`src/rtl/switch_bounce_emulator_if.sv`:
```
// Control/status bundle between test-control logic and the bounce emulator.
// The master drives the requested level and reads back the noisy switch and event status.
interface switch_bounce_emulator_if;
    logic       enable;
    logic       level_in;
    logic       switch_out;
    logic       busy;
    logic       done;
    logic [7:0] toggle_cnt;

    modport master (
        output enable,
        output level_in,
        input  switch_out,
        input  busy,
        input  done,
        input  toggle_cnt
    );

    modport slave (
        input  enable,
        input  level_in,
        output switch_out,
        output busy,
        output done,
        output toggle_cnt
    );
endinterface

```
`src/rtl/switch_bounce_emulator.sv`:
```
// Mechanical-switch bounce source: turns a clean level request into a burst of
// pseudo-random toggles on a tick timebase, then holds the requested level.
module switch_bounce_emulator #(
    parameter int unsigned TICK_DIV     = 1000,
    parameter int unsigned GAP_W        = 3,
    parameter int unsigned N_TOGGLES    = 5,
    parameter int unsigned SETTLE_TICKS = 8,
    parameter logic [15:0] LFSR_SEED    = 16'hACE1
) (
    input logic                     clk,
    input logic                     reset,
    switch_bounce_emulator_if.slave bus
);

    localparam int unsigned CNT_W  = $clog2(TICK_DIV);
    localparam int unsigned GAPC_W = GAP_W + 1;
    localparam logic [15:0] SEED   = (LFSR_SEED == 16'd0) ? 16'hACE1 : LFSR_SEED;

    typedef enum logic [1:0] {
        S_IDLE   = 2'd0,
        S_BOUNCE = 2'd1,
        S_SETTLE = 2'd2
    } state_t;

    state_t              r_state;
    state_t              w_next_state;
    logic [CNT_W-1:0]    r_tick_cnt;
    logic [15:0]         r_lfsr;
    logic                r_target;
    logic [7:0]          r_toggles_left;
    logic [GAPC_W-1:0]   r_gap;
    logic [7:0]          r_settle_cnt;
    logic                r_switch_out;
    logic                r_busy;
    logic                r_done;
    logic [7:0]          r_toggle_cnt;

    logic                w_tick;
    logic                w_lfsr_fb;
    logic [GAPC_W-1:0]   w_gap_load;
    logic                w_mismatch;
    logic                w_target;
    logic [7:0]          w_toggles_left;
    logic [GAPC_W-1:0]   w_gap;
    logic [7:0]          w_settle_cnt;
    logic                w_switch_out;
    logic                w_busy;
    logic                w_done;
    logic [7:0]          w_toggle_cnt;

    assign w_tick     = (r_tick_cnt == CNT_W'(TICK_DIV - 1));
    assign w_lfsr_fb  = r_lfsr[15] ^ r_lfsr[13] ^ r_lfsr[12] ^ r_lfsr[10];
    assign w_gap_load = GAPC_W'(r_lfsr[GAP_W-1:0]) + GAPC_W'(1);
    assign w_mismatch = (bus.level_in != r_switch_out);

    // Free-running tick timebase and gap randomiser, independent of the FSM.
    always_ff @(posedge clk) begin
        if (reset) begin
            r_tick_cnt <= '0;
            r_lfsr     <= SEED;
        end else begin
            r_tick_cnt <= w_tick ? '0 : r_tick_cnt + CNT_W'(1);
            if (w_tick) begin
                r_lfsr <= {r_lfsr[14:0], w_lfsr_fb};
            end
        end
    end

    always_ff @(posedge clk) begin
        if (reset) begin
            r_state        <= S_IDLE;
            r_target       <= 1'b0;
            r_toggles_left <= '0;
            r_gap          <= '0;
            r_settle_cnt   <= '0;
            r_switch_out   <= 1'b0;
            r_busy         <= 1'b0;
            r_done         <= 1'b0;
            r_toggle_cnt   <= '0;
        end else begin
            r_state        <= w_next_state;
            r_target       <= w_target;
            r_toggles_left <= w_toggles_left;
            r_gap          <= w_gap;
            r_settle_cnt   <= w_settle_cnt;
            r_switch_out   <= w_switch_out;
            r_busy         <= w_busy;
            r_done         <= w_done;
            r_toggle_cnt   <= w_toggle_cnt;
        end
    end

    always_comb begin
        w_next_state = r_state;
        if (!bus.enable) begin
            w_next_state = S_IDLE;
        end else begin
            case (r_state)
                S_IDLE:   if (w_mismatch) w_next_state = (N_TOGGLES == 0) ? S_SETTLE : S_BOUNCE;
                S_BOUNCE: if (w_tick && r_gap == GAPC_W'(1) && r_toggles_left == 8'd1) w_next_state = S_SETTLE;
                S_SETTLE: if (w_tick && r_settle_cnt == 8'd1) w_next_state = S_IDLE;
                default:  w_next_state = S_IDLE;
            endcase
        end
    end

    // Bypass mirrors level_in with one cycle of latency and abandons any event silently.
    always_comb begin
        w_target       = r_target;
        w_toggles_left = r_toggles_left;
        w_gap          = r_gap;
        w_settle_cnt   = r_settle_cnt;
        w_switch_out   = r_switch_out;
        w_busy         = r_busy;
        w_done         = 1'b0;
        w_toggle_cnt   = r_toggle_cnt;
        if (!bus.enable) begin
            w_switch_out = bus.level_in;
            w_busy       = 1'b0;
        end else begin
            case (r_state)
                S_IDLE: begin
                    if (w_mismatch) begin
                        w_target       = bus.level_in;
                        w_toggle_cnt   = '0;
                        w_busy         = 1'b1;
                        w_toggles_left = 8'(N_TOGGLES);
                        w_gap          = w_gap_load;
                        if (N_TOGGLES == 0) begin
                            w_switch_out = bus.level_in;
                            w_settle_cnt = 8'(SETTLE_TICKS);
                        end
                    end
                end
                S_BOUNCE: begin
                    if (w_tick) begin
                        if (r_gap == GAPC_W'(1)) begin
                            w_switch_out   = ~r_switch_out;
                            w_toggle_cnt   = r_toggle_cnt + 8'd1;
                            w_toggles_left = r_toggles_left - 8'd1;
                            w_gap          = w_gap_load;
                            if (r_toggles_left == 8'd1) begin
                                w_settle_cnt = 8'(SETTLE_TICKS);
                            end
                        end else begin
                            w_gap = r_gap - GAPC_W'(1);
                        end
                    end
                end
                S_SETTLE: begin
                    // Forcing the target here fixes the final level when the toggle count is even.
                    w_switch_out = r_target;
                    if (w_tick) begin
                        w_settle_cnt = r_settle_cnt - 8'd1;
                        if (r_settle_cnt == 8'd1) begin
                            w_done = 1'b1;
                            w_busy = 1'b0;
                        end
                    end
                end
                default: begin
                    w_busy = 1'b0;
                end
            endcase
        end
    end

    assign bus.switch_out = r_switch_out;
    assign bus.busy       = r_busy;
    assign bus.done       = r_done;
    assign bus.toggle_cnt = r_toggle_cnt;

endmodule

```
`src/flat_wrapper.sv`:
```
// flat-port wrapper written by rule: the top's interface ports become plain ports
module switch_bounce_emulator_flat 
#(
    parameter int unsigned TICK_DIV     = 1000,
    parameter int unsigned GAP_W        = 3,
    parameter int unsigned N_TOGGLES    = 5,
    parameter int unsigned SETTLE_TICKS = 8,
    parameter logic [15:0] LFSR_SEED    = 16'hACE1
)
  (clk, reset, bus_enable, bus_level_in, bus_switch_out, bus_busy, bus_done, bus_toggle_cnt);
  switch_bounce_emulator_if bus_i ();
  input logic clk;
  input logic reset;
  input wire logic [$bits(bus_i.enable)-1:0] bus_enable;
  input wire logic [$bits(bus_i.level_in)-1:0] bus_level_in;
  output wire logic [$bits(bus_i.switch_out)-1:0] bus_switch_out;
  output wire logic [$bits(bus_i.busy)-1:0] bus_busy;
  output wire logic [$bits(bus_i.done)-1:0] bus_done;
  output wire logic [$bits(bus_i.toggle_cnt)-1:0] bus_toggle_cnt;
  assign bus_i.enable = bus_enable;
  assign bus_i.level_in = bus_level_in;
  assign bus_switch_out = bus_i.switch_out;
  assign bus_busy = bus_i.busy;
  assign bus_done = bus_i.done;
  assign bus_toggle_cnt = bus_i.toggle_cnt;
  switch_bounce_emulator #(.TICK_DIV(TICK_DIV), .GAP_W(GAP_W), .N_TOGGLES(N_TOGGLES), .SETTLE_TICKS(SETTLE_TICKS), .LFSR_SEED(LFSR_SEED)) u_core (.clk(clk), .reset(reset), .bus(bus_i));
endmodule
```
`config.mk`:
```
export PLATFORM = sky130hd
export DESIGN_NAME = switch_bounce_emulator_flat
export DESIGN_NICKNAME = d
export VERILOG_FILES = /design/src/rtl/switch_bounce_emulator_if.sv /design/src/rtl/switch_bounce_emulator.sv /design/src/flat_wrapper.sv
export SDC_FILE = /design/constraint.sdc
export NUM_CORES = 1
export LEC_CHECK = 0
export CAP_MARGIN = 5
export CORE_ASPECT_RATIO = 1.5
export CORE_MARGIN = 4
export CORE_UTILIZATION = 55
export CTS_CLUSTER_DIAMETER = 100
export DETAILED_ROUTE_END_ITERATION = 16
export GPL_TIMING_DRIVEN = 0
export PLACE_DENSITY_LB_ADDON = 0.2
export SLEW_MARGIN = 40
export SYNTH_ARGS = -nofsm -noshare
export SYNTH_HDL_FRONTEND = slang
export SYNTH_SLANG_ARGS = --single-unit
```
`constraint.sdc`:
```
create_clock -name clk -period 5.78 [get_ports clk]
set_input_delay 1.156 -clock clk [delete_from_list [all_inputs] [get_ports clk]]
set_output_delay 1.156 -clock clk [all_outputs]
set_load 0.05 [all_outputs]
```
==> results of run 1 <==
## how the worst max path moves through the flow
stage	endpoint	slack (ns)	depth (start not counted)
floorplan	u_core.bus.toggle_cnt[5]	3.01	6
global placement	u_core.bus.toggle_cnt[5]	2.43	8
detailed placement	u_core.bus.toggle_cnt[5]	2.39	8
CTS	u_core.bus.toggle_cnt[5]	2.75	8
global route	u_core.r_settle_cnt[6]	2.64	6
finish	u_core.bus.toggle_cnt[5]	2.71	8
## metrics by stage
stage | cells | hold slack (ns) | total power [W]
6_report | 458 | 0.456 | 0.000908
5_1_grt | 458 | 0.477 | 0.000939
4_1_cts | 458 | 0.461 | 0.000911
3_5_place_dp | 442 | 0.447 | 0.000502
3_3_place_gp | 442 | 0.440 | 0.000500
2_1_floorplan | 360 | 0.424 | 0.000484
## worst max-delay path, delay by kind of cell
| family | cells | cell delay (ns) |
|---|---|---|
| AO/OA/AOI/OAI | 1 | 0.15 |
| buffers and inverters | 3 | 0.96 |
| AND/OR/NAND/NOR | 4 | 1.07 |
## cell type report
class	instances	area [um^2]
inverters	12	45.0
fillers	468	1770
clock buffers	13	179
well taps	68	85.1
flip-flops and latches	60	1200
plain buffers	18	98.8
multi-input cells	270	1650
repair buffers	14	140
clock inverters	3	42.5
## sequential cells by signal (all words and copies together), names as in the netlist
| signal | flops |
|---|---|
| u_core.r_lfsr | 16 |
| u_core.r_tick_cnt | 10 |
| u_core.bus.toggle_cnt | 8 |
| u_core.r_settle_cnt | 8 |
| u_core.r_toggles_left | 8 |
| u_core.r_gap | 4 |
| u_core.r_state | 2 |
| u_core.bus.busy | 1 |
| u_core.bus.done | 1 |
| u_core.bus.switch_out | 1 |
| u_core.r_target | 1 |
## per-layer routing
metal | wire [um] | part of all wire, %
met1 | 2970 | 43
met4 | 153 | 2.2
met2 | 3520 | 51
met5 | 0 | 0
met3 | 254 | 3.7
## kinds of logic (layout without fill, tap and decap cells)
family	after synthesis	count (layout)	share of synthesized area [%]
XOR/XNOR	11	11	3.22
AND/OR/NAND/NOR	166	166	30.1
AO/OA/AOI/OAI	81	81	16.8
multiplexers	3	3	1.09
adder cells (fa/ha/maj)	9	9	3.77
buffers and inverters	30	60	4.81
flip-flops	60	60	40.2
## cell usage in the layout, fill, tap and decap left out, types with 3 or more instances in the layout
cell,n
dfxtp_1,60
nand2_1,50
a21oi_1,28
nor2_1,20
o21ai_0,20
nand3_1,15
nor3_1,15
clkdlybuf4s50_1,14
clkbuf_1,13
clkbuf_8,13
inv_1,12
nand3b_1,11
xnor2_1,9
nand2b_1,9
ha_1,9
and3_1,7
a31oi_1,7
nor2b_1,5
buf_6,4
nand4_1,4
nand4b_1,4
o31ai_1,4
a211oi_1,3
nor3b_1,3
a311oi_1,3
or3_1,3
## power by group through the flow
| stage | combinational (W) | clock (W) | sequential [W] |
|---|---|---|---|
| global placement | 0.0000659 | 0 | 0.000435 |
| CTS | 0.0000686 | 0.000416 | 0.000426 |
| floorplan | 0.0000468 | 0 | 0.000437 |
| global route | 0.0000765 | 0.000436 | 0.000426 |
| detailed placement | 0.0000674 | 0 | 0.000435 |
| finish | 0.0000690 | 0.000413 | 0.000426 |
==> impl_metrics.yaml, run 1 <==
synth:
  synth_common_cells: "dfxtp_1, nand2_1, a21oi_1"
  yosys.area.top_type: "dfxtp_1"
  synth_cell_types: 56
  yosys.area.top_type_share_pct: 40.2
  async_flop_share_pct: 0
  syn_nets: 373
  synth.area.top_cells: "dfxtp_1, nand2_1, a21oi_1"
  avgSynthCellArea_um2: 8.31
  yosys.cell_count.top_type: "dfxtp_1"
  synth_area_mm2: 0.00299
  ys_seq_elements: 60
  synthCells: 360
  synthFlopType: "dfxtp_1"
  synth_edf_count: 0
  yosysSeqAreaShare_pct: 40.2
  ys_warn_count: 0
layout:
  antenna_cells: 0
  area_growth_pct: 14.9
  nets: 398
  fin_area_mm2: 0.00344
  final_util_pct: 66.0
  drive_above_1_share_pct: 8.46
route:
  vias: 2676
  routedWlPerCell_um: 15.1
  drt-total-wl_mm: 6.90
  drc: 0
  drt_iter0_drc: 189
  viasPerCell: 5.84
  drt-pass1-iter-count: 4
  final_antenna_net_count: 0
sta:
  finalHoldViolations: 0
  slew_headroom_pct: 51.7
  finClkSkew_ns: 0.0122
  setup_ws_ns: 2.71
  slew_viol_final: 0
  fmax_mhz: 326
  totalNegativeSetupSlack_ns: 0
  worst_pin_slew_ns: 0.718
  rsz0062_at_grt: "no"
  finalSetupViolations: 0
  fin_crit_ns: 3.07
  fin_crit_sh_pct: 53.1
global_routing:
  grtUsageMet3_pct: 5.87
  use_met1_pct: 27.6
  antenna_found_initial: 0
  grt_pass1_wl_mm: 11.6
  first_global_vias: 2483
  met2_usage_pct: 36.8
  gr-total-overflow: 0
  track_usage_pct: 22.5
  grt-busiest-layer: "met2"
  grt_max_degree: 11
hold_path:
  hold_path.class: "flop to flop"
  min_path_cells: 1
  min_to: "u_core.r_settle_cnt[7]"
  worstHoldStart: "u_core.r_settle_cnt[7]"
critical_path:
  r2r_end: "u_core.bus.toggle_cnt[0]"
  r2r_start: "u_core.r_gap[1]"
  worst_path_largest_cell_delay_ns: 0.50
  cp.arrival_ns: 3.34
  startpoint: "bus_enable"
  critPathKind: "primary input to flop"
  rr_worst_depth: 8
  end_kind: "flop"
  cp_data_required_time_ns: 6.06
  crit_fanout: 10
  ff2ff_setup_slack_ns: 3.29
  startpoint_type: "primary input"
  crit_slowest_cell: "clkdlybuf4s50_1"
  crit_chain: "clkdlybuf4s50_1 > clkbuf_1 > and3b_1 > nand4_1 > and2_4 > buf_6 > or4b_1 > a21oi_1"
cts:
  cts_hold_buf: 0
  numCtsBuffers: 9
  clock_latency_ns: 0.35
  root_buffer: "clkbuf_8"
  post-cts-setup-buffer-count: 0
  cts_max_path_buffers: 2
  cts_resized: 0
  cts.sinks: 60
  clkTransAtPathRegs_ns: 0.07
  ctsHtreeMaxLevel: 3
  cts_tree: "yes"
place:
  pre_cts_ws_ns: 2.39
  io_buffers: 14
  dpl-instance-area_mm2: 0.00322
  dp_hpwl_mm: 4.89
  gp_congestion: 0.855
floorplanning:
  dieArea_mm2: 0.00671
  core_region_area_mm2: 0.00520
  initial_utilization_pct: 57.5
  die_w_um: 68.2
  die_h_um: 98.3
  num_io_pins: 15
  num_rows: 32
power_and_ir_drop:
  power.leakage_nw: 1.25
  power.switching_w: 0.000215
  peakVddDrop_uv: 164
  p_clk_share_pct: 45.5
  p_sw_share_pct: 23.7
  p_seq_share_pct: 46.9
  powerDensity_mw_per_mm2: 264
  p_int_w: 0.000693
  p_comb_share_pct: 7.6
outcome:
  outcome: "finished, final reports clean"
flow_run:
  maxCapViolCount: 0
Note: power is estimated with default switching activity, not from simulation.
==> inputs of run 2 (changes only) <==
==> constraint.sdc (replaced) <==
create_clock -name clk -period 3 [get_ports clk]
set_input_delay 0.6 -clock clk [delete_from_list [all_inputs] [get_ports clk]]
set_output_delay 0.6 -clock clk [all_outputs]
set_load 0.05 [all_outputs]
==> results of run 2 <==
The final DEF is identical to that of run 1. Status: finished, final reports clean.
Among the figures that moved: setup slack after placement 2.39 ns -> 0.170 ns; setup slack after layout 2.71 ns -> 0.489 ns; register-to-register setup slack 3.29 ns -> 0.51 ns; total power 0.000908 W -> 0.00175 W; worst IR drop on VDD 164 uV -> 315 uV
